## src/rtl/ahb3lite_pkg.sv

```systemverilog
// Shared AHB3-Lite encodings and the master's transfer-tracking state type.
package ahb3lite_pkg;

  localparam logic       HRESP_OKAY    = 1'b0;
  localparam logic       HRESP_ERROR   = 1'b1;

  localparam logic [1:0] HTRANS_IDLE   = 2'b00;
  localparam logic [1:0] HTRANS_NONSEQ = 2'b10;

  localparam logic [2:0] HBURST_SINGLE = 3'b000;

  localparam logic [2:0] HSIZE_BYTE    = 3'b000;
  localparam logic [2:0] HSIZE_HALF    = 3'b001;
  localparam logic [2:0] HSIZE_WORD    = 3'b010;

  localparam logic [3:0] HPROT_DATA_PRIV = 4'b0011;

  typedef enum logic [1:0] {
    ST_IDLE = 2'd0,
    ST_DATA = 2'd1,
    ST_ERR1 = 2'd2
  } ahb_state_e;

endpackage

```

## src/rtl/ahb3lite_master.sv

```systemverilog
// Single-transfer AHB3-Lite master: one command in, one NONSEQ out, one response
// back, with address/data pipelining and replay of an address phase cancelled by ERROR.
module ahb3lite_master
  import ahb3lite_pkg::*;
#(
  parameter int AHB_ADDR_WIDTH = 32,
  parameter int AHB_DATA_WIDTH = 32
) (
  input  logic                      HCLK,
  input  logic                      HRESETn,

  input  logic                      cmd_valid,
  output logic                      cmd_ready,
  input  logic                      cmd_write,
  input  logic [AHB_ADDR_WIDTH-1:0] cmd_addr,
  input  logic [2:0]                cmd_size,
  input  logic [AHB_DATA_WIDTH-1:0] cmd_wdata,

  output logic                      rsp_valid,
  output logic [AHB_DATA_WIDTH-1:0] rsp_rdata,
  output logic                      rsp_err,

  output logic [AHB_ADDR_WIDTH-1:0] HADDR,
  output logic [1:0]                HTRANS,
  output logic                      HWRITE,
  output logic [2:0]                HSIZE,
  output logic [2:0]                HBURST,
  output logic [3:0]                HPROT,
  output logic                      HMASTLOCK,
  output logic [AHB_DATA_WIDTH-1:0] HWDATA,

  input  logic [AHB_DATA_WIDTH-1:0] HRDATA,
  input  logic                      HREADY,
  input  logic                      HRESP
);

  ahb_state_e                r_state;
  logic [AHB_DATA_WIDTH-1:0] r_ap_wdata;
  logic                      r_dp_write;

  logic                      r_slot_vld;
  logic [AHB_ADDR_WIDTH-1:0] r_slot_addr;
  logic                      r_slot_write;
  logic [2:0]                r_slot_size;
  logic [AHB_DATA_WIDTH-1:0] r_slot_wdata;
  logic                      r_redrive;

  logic w_err_pending;
  logic w_retry_pending;
  logic w_accept;
  logic w_sample;
  logic w_complete;
  logic w_cancel;

  assign w_err_pending   = (r_state == ST_ERR1);
  assign w_retry_pending = r_slot_vld | r_redrive;
  assign cmd_ready       = HRESETn & HREADY & ~w_err_pending & ~w_retry_pending;
  assign w_accept        = cmd_valid & cmd_ready;
  assign w_sample        = HREADY & (HTRANS == HTRANS_NONSEQ) & ~w_err_pending;
  assign w_complete      = HREADY & (r_state != ST_IDLE);
  assign w_cancel        = (r_state == ST_DATA) & ~HREADY & (HRESP == HRESP_ERROR);

  always_ff @(posedge HCLK) begin
    HBURST    <= HBURST_SINGLE;
    HPROT     <= HPROT_DATA_PRIV;
    HMASTLOCK <= 1'b0;
    if (!HRESETn) begin
      r_state      <= ST_IDLE;
      HTRANS       <= HTRANS_IDLE;
      HADDR        <= '0;
      HWRITE       <= 1'b0;
      HSIZE        <= HSIZE_WORD;
      HWDATA       <= '0;
      r_ap_wdata   <= '0;
      r_dp_write   <= 1'b0;
      r_slot_vld   <= 1'b0;
      r_slot_addr  <= '0;
      r_slot_write <= 1'b0;
      r_slot_size  <= HSIZE_WORD;
      r_slot_wdata <= '0;
      r_redrive    <= 1'b0;
      rsp_valid    <= 1'b0;
      rsp_rdata    <= '0;
      rsp_err      <= 1'b0;
    end else begin
      rsp_valid <= w_complete;
      if (w_complete) begin
        rsp_err   <= w_err_pending | (HRESP == HRESP_ERROR);
        rsp_rdata <= r_dp_write ? '0 : HRDATA;
      end

      // Address phase: first ERROR cycle parks any pending NONSEQ in the retry slot.
      if (w_cancel) begin
        HTRANS    <= HTRANS_IDLE;
        r_redrive <= 1'b0;
        if (HTRANS == HTRANS_NONSEQ) begin
          r_slot_vld   <= 1'b1;
          r_slot_addr  <= HADDR;
          r_slot_write <= HWRITE;
          r_slot_size  <= HSIZE;
          r_slot_wdata <= r_ap_wdata;
        end
      end else if (w_err_pending) begin
        if (HREADY && r_slot_vld) begin
          HTRANS     <= HTRANS_NONSEQ;
          HADDR      <= r_slot_addr;
          HWRITE     <= r_slot_write;
          HSIZE      <= r_slot_size;
          r_ap_wdata <= r_slot_wdata;
          r_slot_vld <= 1'b0;
          r_redrive  <= 1'b1;
        end
      end else if (HREADY) begin
        r_redrive <= 1'b0;
        if (w_accept) begin
          HTRANS     <= HTRANS_NONSEQ;
          HADDR      <= cmd_addr;
          HWRITE     <= cmd_write;
          HSIZE      <= cmd_size;
          r_ap_wdata <= cmd_wdata;
        end else begin
          HTRANS <= HTRANS_IDLE;
        end
      end

      // Data phase
      if (w_sample) begin
        HWDATA     <= HWRITE ? r_ap_wdata : '0;
        r_dp_write <= HWRITE;
      end

      // A replayed address phase has no data phase yet, so ERR1 always
      // returns to IDLE and the replay is picked up when it is sampled.
      case (r_state)
        ST_IDLE: if (w_sample) r_state <= ST_DATA;
        ST_DATA: begin
          if (w_cancel)    r_state <= ST_ERR1;
          else if (HREADY) r_state <= w_sample ? ST_DATA : ST_IDLE;
        end
        ST_ERR1: if (HREADY) r_state <= ST_IDLE;
        default: r_state <= ST_IDLE;
      endcase
    end
  end

endmodule
```

## config.mk

```make
export PLATFORM = sky130hd
export DESIGN_NAME = ahb3lite_master
export DESIGN_NICKNAME = d
export VERILOG_FILES = /design/src/rtl/ahb3lite_pkg.sv /design/src/rtl/ahb3lite_master.sv
export SDC_FILE = /design/constraint.sdc
export NUM_CORES = 1
export LEC_CHECK = 0
export CORE_MARGIN = 4
export CORE_UTILIZATION = 50
export CTS_CLUSTER_DIAMETER = 100
export CTS_CLUSTER_SIZE = 24
export DETAILED_ROUTE_END_ITERATION = 6
export PLACE_DENSITY = 0.81
export SETUP_SLACK_MARGIN = 0.02
export SYNTH_ARGS = -nofsm -noshare
export SYNTH_HDL_FRONTEND = slang
export SYNTH_SLANG_ARGS = --single-unit
```

## constraint.sdc

```tcl
create_clock -name HCLK -period 2.2 [get_ports HCLK]
set_clock_uncertainty 0.2 [all_clocks]
set_input_delay 0.44 -clock HCLK [delete_from_list [all_inputs] [get_ports HCLK]]
set_output_delay 0.44 -clock HCLK [all_outputs]
set_load 0.02 [all_outputs]
```

## Yosys cells after proc, flatten, opt, wreduce, memory -nomap -nowiden

Cells that the tools add are included.

| word-level totals | value |
|---|---|
| register bits after elaboration | 209 |
| word-level logic and storage cells | 89 |
| output and inout bits | 113 |
| input port bits | 105 |

| operators by class | value |
|---|---|
| bitwise gates (word level) | 16 |
| equality and inequality tests | 8 |
| multiplexer cells | 35 |
| reduce and logical (&&, ||, !) cells | 13 |

Operators with widths:

| operator | count |
|---|---|
| 32-bit two-way mux | 10 |
| 2-bit two-way mux | 8 |
| 1-bit two-way mux | 12 |
| 3-bit two-way mux | 4 |
| 2-bit nonzero test | 5 |
| 1-bit AND | 9 |
| 2-bit case mux with 3 select lines | 1 |
| 3-bit AND reduction | 2 |
| 1-bit inverter | 5 |
| 2-bit == test (second input constant) | 2 |
| 2-bit by 1-bit inequality test with 1-bit output (second input constant) | 2 |
| 2-bit inequality test (second input constant) | 2 |
| 2-bit AND reduction | 2 |
| 4-bit AND reduction | 1 |
| 3-bit inequality test (second input constant) | 1 |
| 2-bit by 1-bit == test with 1-bit output (second input constant) | 1 |
| 2-bit zero test | 1 |
| 1-bit OR | 2 |
| 2-bit OR reduction | 1 |
| 1-bit logical AND | 1 |

## Depth between registers and ports, before layout

| depth | value |
|---|---|
| depth in word-level cells | 8 |
| depth in mapped cells | 7 |
| mapped depth without buffers | 3 |

## Worst setup path before layout

OpenSTA, ideal clock, no wires.

| timing | value |
|---|---|
| kind | input-to-output |
| from | input HREADY |
| to | output cmd_ready |
| setup slack | -0.320 ns |
| cell stages on the path | 5 |
| arrival | 1.880 ns |
| required time | 1.560 ns |
| buffers on the path | 3 |
| cell sequence | buf_2 -> clkbuf_1 -> buf_1 -> nand2_1 -> nor4_1 |

| on the way | value |
|---|---|
| word-level cells in the longest chain between the ends | 3 |

RTL lines:

| item | RTL line | RTL |
|---|---|---|
| from (decl) | ahb3lite_master.sv:33 | `input logic HREADY,` |
| 1-bit AND (3 in series) | ahb3lite_master.sv:57 | `assign cmd_ready = HRESETn & HREADY & ~w_err_pending & ~w_retry_pending;` |
| to (decl) | ahb3lite_master.sv:13 | `output logic cmd_ready,` |

No other way between the ends.

## Worst setup path after layout

| timing | value |
|---|---|
| from | register HSIZE[0] |
| to | output HSIZE[0] |

RTL lines:

| item | RTL line | RTL |
|---|---|---|
| from (decl) | ahb3lite_master.sv:26 | `output logic [2:0] HSIZE,` |
| from (signal assigned) | ahb3lite_master.sv:108 | `HSIZE <= r_slot_size;` |
| from (signal assigned) | ahb3lite_master.sv:119 | `HSIZE <= cmd_size;` |

No word-level cell between the ends.

==> flow_summary_export.csv <==
group,metric,value,unit
outcome,outcome,"complete, no violations",
layout,multiInputGateArea,4108,µm²
pwr,peakVddDrop,0.4353,mV
pwr,p_leak,3.833,nW
detailed_routing,drc,0,
setup_path,cpPeakStageDelay,0.67,ns
detailed_routing,wirelength,26.21,mm
timing,max_freq,468.8,MHz
pwr,sw_frac_of_total,24.24,%
place,numPlacedInstances,1360,
synthesis,synth_cells,1027,
pwr,p_int,5.268,mW
synthesis,synth_cell_types,40,
cts,insertion_delay,0.47,ns
cts,cts-root-buf,"clkbuf_16",
setup_path,required,1.56,ns
floorplan,die_y,141.1,µm
grt,antenna_found_initial,1,
grt,grt_max_degree,141,
synthesis,synth-edff-count,0,
synthesis,synth_ff_type,"dfxtp_1",
setup_path,cpLargestDelayFamily,"buffers and inverters",
detailed_routing,ant_nets,0,
cts,ctsHtreeMaxLevel,1,
pwr,net-switching-power,1.686,mW
synthesis,netlist_area,8860,µm²
place,hpwl,15.66,mm
floorplan,die_width,141.1,µm
place,port_buffers,208,
floorplan,num_rows,48,
synthesis,yosys_warnings,0,
floorplan,core,17360,µm²
setup_path,crit_fanout,3,
setup_path,crit_chain,"clkdlybuf4s50_1",
cts,cts_tree,"yes",
cts,cts_setup_buffers,0,
cts,cts_max_path_buffers,3,
synthesis,yosysTopAreaCellShare,47.00,%
layout,final_core_util,66.09,%
layout,nNetsFinal,1254,
cts,ctsHoldBuffers,0,
layout,syn_to_final_growth,29.47,%
pwr,power,6.954,mW
setup_path,path_class,"register to output port",
pwr,power.clock.fraction,33.0,%
synthesis,yosys.area.top_type,"dfxtp_1",
synthesis,synth.area.top_cells,"dfxtp_1, a311oi_1, nand2_1, a21oi_1, clkbuf_1",
place,gp_congestion,0.7764,
job,drv_cap,0,
synthesis,synthArstFlopShare,0,%
pwr,power_density,606.2,nW/µm²
layout,final_cell_count_no_fill,1375,
grt,grt_pass1_vias,8073,
grt,grt_usage,24.75,%
synthesis,yosys_register_bits,208,
detailed_routing,num_vias,8651,
layout,final_layout_size_suffix_gt1_share,6.092,%
timing,rsz0062_at_grt,"false",
setup_path,path_buf_inv,1,
detailed_routing,wire_per_inst,19.06,µm
floorplan,ioPinCount,218,
timing,fin_tns_setup,0,ns
detailed_routing,via_per_inst,6.292,
pwr,comb_power_share,11.0,%
pwr,seq_power_share,56.0,%
cts,cts_sinks,208,
layout,register_area,4165,µm²
hold_path,hp-class,"primary input to register",
timing,maxSlewViolCount,0,
setup_path,end_kind,"output port",
setup_path,start_kind,"register",
timing,fin_crit_sh,96.95,%
floorplan,start_util,51.05,%
setup_path,arrival,1.49,ns
timing,fin_crit,2.133,ns
grt,grt_pass1_wl,42.06,mm
cts,clk_pin_slew_worst_paths,0.10,ns
setup_path,slowest_stage,"clkdlybuf4s50_1",
timing,tightestPinTransition,0.7614,ns
synthesis,syn_avg_cell_area,8.627,µm²
timing,fin_hold_ws,0.2093,ns
grt,gr-total-overflow,0,
floorplan,die_area,19910,µm²
timing,max_slew_margin,49.16,%
detailed_routing,dr.pass1.iters,5,
timing,setup_viol,0,
synthesis,yosysSeqAreaShare,47.00,%
detailed_routing,drtIter0Drc,1025,
cts,numCtsBuffers,12,
layout,fillCellCount,1462,
timing,hold_viol,0,
cells in the final DEF, fill, tap and decap left out, drive strengths merged, types with 2 or more instances in the layout:
cell and instances:
clkdlybuf4s50 199, nor2 2, clkbuf 13, nand2 170, o21ai 70, dfxtp 208, conb 9, or4 32
a311oi 134, nand3 69, o31ai 33, a22o 32, dlymetal6s2s 7, nor3b 4, buf 40, inv 3
a211oi 2, a21oi 104
per-stage QoR:
stage / setup slack, ns / cell area, µm²
finish: 0.06702 / 11470
global route: 0.02273 / 11470
global placement: -0.3129 / 11120
floorplan: 0.08630 / 8902
detailed placement: -0.3119 / 11120
CTS: 0.02787 / 11460
power by group through the flow:
| stage | clock network [mW] | logic (mW) | registers (mW) |
|---|---|---|---|
| floorplan | 0 | 0.338 | 4.01 |
| global placement | 0 | 0.749 | 3.98 |
| detailed placement | 0 | 0.756 | 3.98 |
| CTS | 2.33 | 0.760 | 3.89 |
| global route | 2.47 | 0.815 | 3.90 |
| finish | 2.29 | 0.765 | 3.89 |
sequential cells by signal (all words and copies together) (netlist names):
name	flops
rsp_err	1
r_slot_size	3
HTRANS	1
HSIZE	3
r_dp_write	1
rsp_valid	1
r_slot_addr	32
HWRITE	1
r_slot_write	1
r_redrive	1
HADDR	32
r_slot_wdata	32
r_state	2
rsp_rdata	32
r_slot_vld	1
HWDATA	32
r_ap_wdata	32
layer usage:
metal  vias to the layer above  part of all wire [%]  global-route usage, %
met1                      4120                    44                  36.68
met4                         0                   2.0                  5.609
met5                         -                     0                      0
li1                       4084                     -                      -
met3                        49                   8.1                  3.596
met2                       398                    46                  38.27
final timing paths:
kind | startpoint | end | slack [ns] | cells after the start
max reg2reg | r_state[0] | HADDR[11] | 0.19 | 5
min reg2reg | HWDATA[31] | HWDATA[31] | 0.27 | 2
max | HSIZE[0] | HSIZE[0] | 0.07 | 1
min | HREADY | r_redrive | 0.21 | 3
cell type report:
class,count,area share [%]
well taps,225,2.454
diodes,1,0.02182
multi-input cells,678,35.81
clock inverters,1,0.07635
repair buffers,246,22.34
flip-flops and latches,208,36.31
inverters,3,0.1527
clock buffers,13,2.836
logic make-up (layout without fill, tap and decap cells):
kind of cell	Yosys count	count (layout)	synth area share, %
AOI/OAI and AO/OA	379	379	29.76
muxes	1	1	0.1130
and+or+nand+nor	289	289	15.32
buffers and inverters	148	263	7.725
DFF	208	208	47.00
other	2	10	0.08477
timing repair:
item,in CTS,in global routing
resized for setup,3,8
setup endpoints to repair,1,8
cloned,0,0
Yosys cell counts, drive strengths merged (2+ instances only):
library cell  instances
dfxtp               208
nand2               170
a311oi              134
a21oi               104
clkbuf               95
o21ai                70
nand3                69
buf                  50
o31ai                33
a22o                 32
or4                  32
nor3b                 4
inv                   3
a211oi                2
conb                  2
nor2                  2
(Power assumes the default switching activity.)
